<file path="src/rtl/rf_pkg.sv">
// Shared constants and state encoding for the register-file operand-fetch stage.
package rf_pkg;

  localparam int ADDR_W = 5;
  localparam int DATA_W = 32;
  localparam logic [ADDR_W-1:0] REG_ZERO = 5'd0;

  typedef enum logic [1:0] {
    IDLE  = 2'd0,
    ISSUE = 2'd1,
    CAPT  = 2'd2,
    VALID = 2'd3
  } state_e;

endpackage

</file>
<file path="src/rtl/rf_operand_fetch.sv">
// Operand fetch in front of a single-port-per-edge 32x32 register file; write-back wins arbitration.
// Optional read-starvation guard enabled by defining RF_OPF_STARVE_GUARD_EN.
module rf_operand_fetch #(
  parameter int ADDR_W      = rf_pkg::ADDR_W,
  parameter int DATA_W      = rf_pkg::DATA_W,
  parameter int STALL_LIMIT = 4
) (
  input  logic              clk,
  input  logic              rst_n,
  input  logic              req_valid,
  output logic              req_ready,
  input  logic [ADDR_W-1:0] req_rs1,
  input  logic [ADDR_W-1:0] req_rs2,
  input  logic [ADDR_W-1:0] req_rd,
  input  logic              wb_valid,
  output logic              wb_ready,
  input  logic [ADDR_W-1:0] wb_rd,
  input  logic [DATA_W-1:0] wb_data,
  output logic              rf_wr,
  output logic [ADDR_W-1:0] rf_rw,
  output logic [DATA_W-1:0] rf_din,
  output logic [ADDR_W-1:0] rf_r1,
  output logic [ADDR_W-1:0] rf_r2,
  input  logic [DATA_W-1:0] rf_out1,
  input  logic [DATA_W-1:0] rf_out2,
  output logic              op_valid,
  input  logic              op_ready,
  output logic [DATA_W-1:0] op_a,
  output logic [DATA_W-1:0] op_b,
  output logic [ADDR_W-1:0] op_rd
);
  import rf_pkg::*;

  localparam logic [ADDR_W-1:0] ZERO_IDX  = ADDR_W'(REG_ZERO);
  localparam logic [DATA_W-1:0] ZERO_DATA = {DATA_W{1'b0}};

  state_e            state_r, state_s;
  logic [ADDR_W-1:0] rs1_r, rs2_r, rd_r;
  logic [DATA_W-1:0] op_a_r, op_b_r;
  logic [ADDR_W-1:0] op_rd_r;
  logic              op_valid_r;
  logic              wb_req_s, guard_s, req_ready_s, accept_s, take_s;

  // A write to index 0 is acknowledged but never reaches the file.
  assign wb_req_s = wb_valid & (wb_rd != ZERO_IDX);

`ifdef RF_OPF_STARVE_GUARD_EN
  localparam int CNT_W = $clog2(STALL_LIMIT + 1);
  localparam logic [CNT_W-1:0] CNT_MAX = CNT_W'(STALL_LIMIT);
  logic [CNT_W-1:0] stall_cnt_r;

  // Guard fires for one cycle once the read has been blocked STALL_LIMIT times.
  always_comb begin
    guard_s = (state_r == ISSUE) && (stall_cnt_r == CNT_MAX);
  end

  // Saturating count of consecutive write-blocked read attempts.
  always_ff @(posedge clk or negedge rst_n) begin
    if (!rst_n) begin
      stall_cnt_r <= {CNT_W{1'b0}};
    end else if (state_r == ISSUE) begin
      if (rf_wr) begin
        if (stall_cnt_r != CNT_MAX) stall_cnt_r <= stall_cnt_r + CNT_W'(1);
        else                        stall_cnt_r <= stall_cnt_r;
      end else begin
        stall_cnt_r <= {CNT_W{1'b0}};
      end
    end else begin
      stall_cnt_r <= stall_cnt_r;
    end
  end
`else
  assign guard_s = 1'b0;
`endif

  assign wb_ready = rst_n & ~guard_s;
  assign rf_wr    = rst_n & wb_req_s & ~guard_s;
  assign rf_rw    = wb_rd;
  assign rf_din   = wb_data;
  assign rf_r1    = rs1_r;
  assign rf_r2    = rs2_r;

  assign req_ready = rst_n & req_ready_s;
  assign op_valid  = op_valid_r;
  assign op_a      = op_a_r;
  assign op_b      = op_b_r;
  assign op_rd     = op_rd_r;

  // State register.
  always_ff @(posedge clk or negedge rst_n) begin
    if (!rst_n) state_r <= IDLE;
    else        state_r <= state_s;
  end

  // Next-state and handshake decode; the read only lands on an edge with no write.
  always_comb begin
    state_s     = state_r;
    req_ready_s = 1'b0;
    accept_s    = 1'b0;
    take_s      = 1'b0;
    case (state_r)
      IDLE: begin
        req_ready_s = 1'b1;
        if (req_valid) begin
          accept_s = 1'b1;
          state_s  = ISSUE;
        end else begin
          state_s = IDLE;
        end
      end
      ISSUE: begin
        if (!rf_wr) state_s = CAPT;
        else        state_s = ISSUE;
      end
      CAPT: begin
        state_s = VALID;
      end
      VALID: begin
        req_ready_s = op_ready;
        if (op_ready) begin
          take_s = 1'b1;
          if (req_valid) begin
            accept_s = 1'b1;
            state_s  = ISSUE;
          end else begin
            state_s = IDLE;
          end
        end else begin
          state_s = VALID;
        end
      end
      default: begin
        state_s = IDLE;
      end
    endcase
  end

  // Request latch; operand capture forces register 0 to read as zero.
  always_ff @(posedge clk or negedge rst_n) begin
    if (!rst_n) begin
      rs1_r      <= ZERO_IDX;
      rs2_r      <= ZERO_IDX;
      rd_r       <= ZERO_IDX;
      op_a_r     <= ZERO_DATA;
      op_b_r     <= ZERO_DATA;
      op_rd_r    <= ZERO_IDX;
      op_valid_r <= 1'b0;
    end else begin
      if (accept_s) begin
        rs1_r <= req_rs1;
        rs2_r <= req_rs2;
        rd_r  <= req_rd;
      end else begin
        rs1_r <= rs1_r;
        rs2_r <= rs2_r;
        rd_r  <= rd_r;
      end
      if (state_r == CAPT) begin
        op_a_r     <= (rs1_r == ZERO_IDX) ? ZERO_DATA : rf_out1;
        op_b_r     <= (rs2_r == ZERO_IDX) ? ZERO_DATA : rf_out2;
        op_rd_r    <= rd_r;
        op_valid_r <= 1'b1;
      end else if (take_s) begin
        op_valid_r <= 1'b0;
      end else begin
        op_valid_r <= op_valid_r;
      end
    end
  end

endmodule

</file>
<file path="config.mk">
export PLATFORM = sky130hd
export DESIGN_NAME = rf_operand_fetch
export DESIGN_NICKNAME = d
export VERILOG_FILES = /design/src/rtl/rf_pkg.sv /design/src/rtl/rf_operand_fetch.sv
export SDC_FILE = /design/constraint.sdc
export NUM_CORES = 1
export LEC_CHECK = 0
export ABC_AREA = 1
export BUFFER_PORTS_ARGS = -buffer_cell sky130_fd_sc_hd__buf_2
export CORE_UTILIZATION = 45
export CTS_CLUSTER_SIZE = 10
export DETAILED_ROUTE_END_ITERATION = 12
export PLACE_DENSITY = 0.8
export SYNTH_ARGS = -nofsm -noshare
export SYNTH_HDL_FRONTEND = slang
export SYNTH_SLANG_ARGS = --single-unit
</file>
<file path="constraint.sdc">
create_clock -name clk -period 1.5 [get_ports clk]
set_input_delay 0.075 -clock clk [delete_from_list [all_inputs] [get_ports clk]]
set_output_delay 0.075 -clock clk [all_outputs]
set_load 0.01 [all_outputs]
</file>
# Yosys cells after proc, flatten, opt, wreduce, memory -nomap -nowiden
# Cells that the tools add are included.
# Widths: inputs -> output; s select.
dict set report word_totals {
  ff_bits 87
  inputBits 121
}
dict set report classes {
  n_eq_ne 3
  n_bitwise 3
  reduce_logical 5
  n_mux 14
}
# operator count
set op_table {}
lappend op_table {{$mux 32} 2}
lappend op_table {{$logic_not 5->1} 2}
lappend op_table {{$pmux 2 s4} 1}
lappend op_table {{$mux 1} 7}
lappend op_table {{$reduce_bool 5->1} 1}
lappend op_table {{$eq 2x2->1 const B} 2}
lappend op_table {{$mux 2} 2}
lappend op_table {{$pmux 1 s2} 2}
lappend op_table {{$and 1x1->1} 3}
lappend op_table {{$eq 2x1->1 const B} 1}
lappend op_table {{$logic_not 2->1} 1}
lappend op_table {{$reduce_bool 2->1} 1}

# Depth between registers and ports, before layout
# Gate-level depths: netlist (run 1).
dict set report depth {
  word_depth 5
  depth_mapped 8
}

# Worst setup path before layout (run 1)
# Ideal clock, no wire load.
dict set report synth_timing {
  path_kind {register -> register}
  startpoint {reg state_r[0]}
  endpoint {reg rs2_r[3], in the netlist rf_r2[3]}
  stages_incl_launch_ff 8
  synth_period_minus_slack_ns 1.264
  arrival_ns 1.147
  t_required_ns 1.382
  path_slack_ns 0.236
  n_path_buf 1
  path_cell_list {dfrtp_1 inv_1 ha_1 inv_1 nand3_4 buf_6 nand2_1 o21ai_2}
}
dict set report synth_via {
  elab_chain_cells 2
}
# element line_no
set synth_rtl {}
lappend synth_rtl {{start: declaration} rf_operand_fetch.sv:37} ;# state_e state_r, state_s;
lappend synth_rtl {{start signal: assignment} rf_operand_fetch.sv:92} ;# else state_r <= state_s;
lappend synth_rtl {{$eq 2x2->1 / $logic_not 2->1 (equally long branches)} rf_operand_fetch.sv:101} ;# case (state_r)
lappend synth_rtl {{$pmux 1 s2 (*)} rf_operand_fetch.sv:101}
lappend synth_rtl {{end signal: assignment} rf_operand_fetch.sv:151} ;# rs2_r <= req_rs2;
lappend synth_rtl {{end signal: assignment} rf_operand_fetch.sv:155} ;# rs2_r <= rs2_r;
lappend synth_rtl {{end: declaration} rf_operand_fetch.sv:38} ;# logic [ADDR_W-1:0] rs1_r, rs2_r, rd_r;
# Every way passes the cells marked *; elsewhere a longest branch is shown, timed or not.
# A chain may end at the register's enable or synchronous reset.

# Final worst setup path (run 1)
dict set report layout_timing {
  startpoint {reg state_r[0]}
  endpoint {out req_ready}
}
dict set report layout_via {
  elab_chain_cells 3
}
# element line_no
set layout_rtl {}
lappend layout_rtl {{$eq 2x2->1 / $logic_not 2->1 (equally long branches)} rf_operand_fetch.sv:101}
lappend layout_rtl {{$pmux 1 s2 (*)} rf_operand_fetch.sv:101}
lappend layout_rtl {{$and 1x1->1 (*)} rf_operand_fetch.sv:83} ;# assign req_ready = rst_n & req_ready_s;
lappend layout_rtl {{end: declaration} rf_operand_fetch.sv:11} ;# output logic req_ready,
# Marked as above.

==> qor.txt, run 1 <==
Tcrit/Tclk final = 1.01
Core Util, Final = 0.658
Ys Warns = 0
most frequent cells in the layout = buf_2 (174), nand2_1 (90), dfrtp_1 (87)
Hold WS = 0.0427 ns
sequential area share after synthesis = 0.486
Wirelength per Cell = 15.1 um
reg2reg start = state_r[0]$_DFF_PN0_
Worst Setup End Kind = output port
nets = 797
Arr. time, crit path = 1.44 ns
Peak VDD IR = 1150 uV
synthesis-to-layout area growth = 42.9%
post-route ant nets = 0
worst-path cell chain = ha_2, nand2_2, nand2_4, and3_4, buf_6
Via Count = 3897
DP HPWL = 7190 um
Total Wirelength = 12200 um
syn nets = 569
Ports = 241
Lkg Pwr = 3.33 nW
CP Launch Type = register
Placer Congestion = 0.766
drt drc = 0
Worst Path Max Fanout = 3
post-synth top area share = 0.486
FF/Latch Area = 0.00218 mm2
initial antenna violation count = 0
Iteration-0 DRC Markers = 129
outcome = complete, but fails checks
worst min path class = primary input to register
placed insts = 703
FF-to-FF path depth = 8
Hold Fails Final Rpt = 0
DR pass1 iterations = 4
port bufs = 176
Non-Filler Instances = 808
Post-synth EDFFs = 0
total global routing overflow = 0
Yosys cell types = 18
Syn Area/Cell = 10.1 um2
Synth Cell Area = 0.00448 mm2
vias in the first global route = 3987
clk buf depth = 2
GRT Util Overall = 0.231
HP Start = req_valid
worst slew pin tran = 0.317 ns
Post-synth ARST share = 1.00
initial core utilization = 0.460
Max Cap Viol = 0
Root Driver = clkbuf_8
share of cells above drive strength 1 = 0.561
Max Slew Vio Count = 0
cell taking the most area after synthesis = dfrtp_1
fillers = 708
Crit path largest cell delay = 0.43 ns
post-synthesis cell count = 443
final instance area = 0.00640 mm2
Die Y = 102 um
clock-pin slew of the registers on the worst-case setup and hold paths = 0.09 ns
placed inst area = 0.00522 mm2
Critical-path top delay cell = dfrtp_1
largest net degree at the start of global routing = 52
clk_skew = 0.0102 ns
htree depth = 3
later-pin clock latency in the skew report = 0.34 ns
Rel. slew slack = 0.788
worst endpoint required time = 1.42 ns
setup repair after global routing missed its margin = true
Setup violations, final = 1
setup ws final = -0.0157 ns
Hold Crit Depth = 3
Core Area = 0.00973 mm2
WS Path Type = register to output port
CTS sink count = 87
Via density = 4.82
# diodes = 0
Most used DFF post-synth = dfrtp_1
Multi-input gate area = 0.00180 mm2
f_max = 0.660 GHz
PD cells = 1820 mW/mm2
leading cell type in the layout, fill and taps excluded = buf_2
Seq cells post-synth = 87
reg-to-reg setup timing slack = 0.02 ns
CTS tree = done
die width = 102 um
top cells by area, synth = dfrtp_1 (49%), nand3_2 (13%), nand2_2 (9.9%), nand2_1 (8.2%), buf_4 (7.5%)
Final Total Pwr = 11.6 mW
crit path from = state_r[0]$_DFF_PN0_
global-route wire length before repair = 18400 um
failing checks = negative setup slack
# rows = 36
Die ar. = 0.0104 mm2
CTS buffer count = 9
crit path time final = 1.52 ns
cells by family (layout without fill, tap and decap cells):
group	count (synthesis)	after routing	share of synthesized area
fa+ha+maj	5	5	0.0140
buf+inv	87	319	0.129
flops	87	87	0.486
compound gates	17	17	0.0316
simple gates	247	247	0.339
per-layer routing:
layer	GRT usage	wire length [um]	vias up
met1	0.261	4650	1865
met3	0.0421	738	58
met4	0.144	495	0
met2	0.404	6340	169
li1	-	-	1805
met5	0	0	-
worst paths after layout:
path	to
max	req_ready
min	state_r[0]$_DFF_PN0_
max reg2reg	rf_r2[1]$_DFFE_PN0P_
min reg2reg	op_rd[3]$_DFFE_PN0P_
max in group asynchronous	op_a[13]$_DFFE_PN0P_
min in group asynchronous	rd_r[4]$_DFFE_PN0P_
stage by stage:
stage	setup TNS, ns	setup slack, ns
3_3_place_gp	0	0.0891
2_1_floorplan	0	0.236
3_5_place_dp	0	0.0486
4_1_cts	0	0.0117
5_1_grt	-0.257	-0.0802
6_report	-0.0157	-0.0157
power breakdown:
group / internal [mW] / switching, mW / total (mW)
sequential: 3.42 / 0.696 / 4.12
clock: 0.725 / 0.794 / 1.52
combinational: 2.59 / 3.40 / 6.00
total: 6.73 / 4.90 / 11.6
registers in the layout (all words and copies together) (netlist names):
name and count:
op_a 32, op_b 32, op_rd 5, rd_r 5, rf_r1 5, rf_r2 5
state_r 2, op_valid 1
what timing repair did:
action                     4_1_cts  5_1_grt
gates cloned                     0        3
gates resized for setup          8       16
setup buffers                    4        3
pin swaps                        1        3
hold buffers                    80        0
hold endpoints to repair       166        0
setup endpoints to repair        1       23
cell type report:
cell class | count | area share
clock buffer | 12 | 0.0258
clock inverter | 3 | 0.00274
inverter | 25 | 0.0151
multi-input combinational | 269 | 0.281
sequential | 87 | 0.340
tap | 133 | 0.0260
timing repair buffer | 279 | 0.309
cell usage after synthesis (5+ instances only):
master and count:
buf_4 45, o21ai_2 15, nand3_1 6, dfrtp_1 87
nand2_1 98, nand2_2 71, buf_2 7, nand3_2 60
buf_6 10, inv_1 24, nor2_1 7, ha_1 5
worst max-delay path, delay by kind of cell, from the launching register on:
family	cells	cell delay, ns
adder cells (fa/ha/maj)	1	0.22
buffers and inverters	1	0.11
flip-flops	1	0.43
AND/OR/NAND/NOR	3	0.34
Power figures use the tool's default switching activity.
==> inputs of run 2 (changes only) <==
--- a/config.mk
+++ b/config.mk
@@ -11,6 +11,7 @@
 export CTS_CLUSTER_SIZE = 10
 export DETAILED_ROUTE_END_ITERATION = 12
 export PLACE_DENSITY = 0.8
+export SKIP_CTS_REPAIR_TIMING = 1
 export SYNTH_ARGS = -nofsm -noshare
 export SYNTH_HDL_FRONTEND = slang
 export SYNTH_SLANG_ARGS = --single-unit
==> qor.txt, run 2 (same netlist as run 1, synthesis figures left out) <==
outcome = complete, but fails checks
failing checks = negative setup slack
nets = 794
DP HPWL = 7190 um
Worst Path Max Fanout = 10
WS Path Type = register to register
crit path time final = 1.52 ns
Wirelength per Cell = 14.8 um
clk_skew = 0.0165 ns
Arr. time, crit path = 1.78 ns
FF/Latch Area = 0.00218 mm2
Via density = 4.75
Die ar. = 0.0104 mm2
f_max = 0.657 GHz
Iteration-0 DRC Markers = 128
# diodes = 0
PD cells = 1800 mW/mm2
setup repair after global routing missed its margin = true
Placer Congestion = 0.766
port bufs = 176
# rows = 36
worst slew pin tran = 0.322 ns
setup ws final = -0.0218 ns
clk buf depth = 2
CTS buffer count = 9
vias in the first global route = 3419
most frequent cells in the layout = buf_2 (174), nand2_1 (92), dfrtp_1 (87)
leading cell type in the layout, fill and taps excluded = buf_2
Worst Setup End Kind = register
CTS tree = done
initial core utilization = 0.460
Lkg Pwr = 3.30 nW
worst endpoint required time = 1.75 ns
global-route wire length before repair = 15600 um
Core Util, Final = 0.652
DR pass1 iterations = 4
placed insts = 703
largest net degree at the start of global routing = 52
Max Cap Viol = 0
worst min path class = primary input to register
CTS sink count = 87
Peak VDD IR = 1050 uV
Tcrit/Tclk final = 1.01
GRT Util Overall = 0.194
Multi-input gate area = 0.00178 mm2
clock-pin slew of the registers on the worst-case setup and hold paths = 0.08 ns
fillers = 733
Via Count = 3823
total global routing overflow = 0
synthesis-to-layout area growth = 41.7%
Rel. slew slack = 0.786
Root Driver = clkbuf_8
Core Area = 0.00973 mm2
Die Y = 102 um
Total Wirelength = 11900 um
post-route ant nets = 0
later-pin clock latency in the skew report = 0.35 ns
Non-Filler Instances = 805
initial antenna violation count = 0
Setup violations, final = 2
share of cells above drive strength 1 = 0.557
CP Launch Type = register
Max Slew Vio Count = 0
Ports = 241
drt drc = 0
htree depth = 3
Hold Fails Final Rpt = 0
die width = 102 um
==> run 2: cell count changes in the layout (fill, tap and decap cells not counted) <==
cell / previous run / this run
nand2_4: 5 / 0
nand2_2: 74 / 77
buf_6: 5 / 3
nand2_1: 90 / 92
buf_4: 13 / 12
ha_2: 1 / 0
ha_4: 2 / 3
inv_2: 3 / 4
inv_4: 1 / 0
==> run 2: stage by stage <==
stage / area, um2 / setup TNS, ns / total power [mW] / hold WS (ns) / setup WS (ns)
global route: 6340 / -0.575 / 12.2 / 0.0281 / -0.0769
CTS: 5400 / -0.144 / 10.9 / -0.442 / -0.144
finish: 6340 / -0.0337 / 11.4 / 0.0442 / -0.0218
floorplan: 4480 / 0 / 7.65 / -0.221 / 0.236
detailed placement: 5220 / 0 / 9.34 / -0.0513 / 0.0486
global placement: 5220 / 0 / 9.12 / -0.0533 / 0.0891
==> run 2: routing by layer <==
layer  share of wire  global-route usage  vias to the layer above
met5               0                   0                        -
met3           0.056              0.0352                       48
met2            0.52               0.334                      156
li1                -                   -                     1797
met4           0.030               0.104                        0
met1            0.39               0.231                     1822
==> run 2: worst paths after layout <==
check / start / endpoint / slack [ns] / cells after the start
setup / recovery: state_r[0]$_DFF_PN0_ / rf_r1[4]$_DFFE_PN0P_ / -0.02 / 7
hold / removal: req_valid / state_r[0]$_DFF_PN0_ / 0.04 / 3
setup reg to reg: state_r[0]$_DFF_PN0_ / rf_r1[4]$_DFFE_PN0P_ / -0.02 / 7
hold reg to reg: op_rd[3]$_DFFE_PN0P_ / op_rd[3]$_DFFE_PN0P_ / 0.47 / 2
max in group asynchronous: rst_n / op_a[9]$_DFFE_PN0P_ / 0.77 / 3
min in group asynchronous: rst_n / op_a[25]$_DFFE_PN0P_ / 0.12 / 2
==> run 2: final cells by class <==
type | count | share of cell area
Sequential cell | 87 | 0.343
Timing Repair Buffer | 276 | 0.307
Multi-Input combinational cell | 269 | 0.280
Tap cell | 133 | 0.0262
Clock buffer | 12 | 0.0260
Inverter | 25 | 0.0148
Clock inverter | 3 | 0.00276
==> run 2: power breakdown <==
| part | switching (mW) | internal, mW |
|---|---|---|
| Sequential | 0.687 | 3.42 |
| Clock | 0.805 | 0.725 |
| Combinational | 3.31 | 2.49 |
| Total | 4.81 | 6.63 |
==> run 2: worst max-delay path: stages, from the launching register on <==
cell	delay, ns
dfrtp_1	0.43
inv_2	0.10
ha_4	0.20
inv_2	0.06
buf_4	0.11
nand3_4	0.16
clkbuf_16	0.22
o21ai_2	0.15
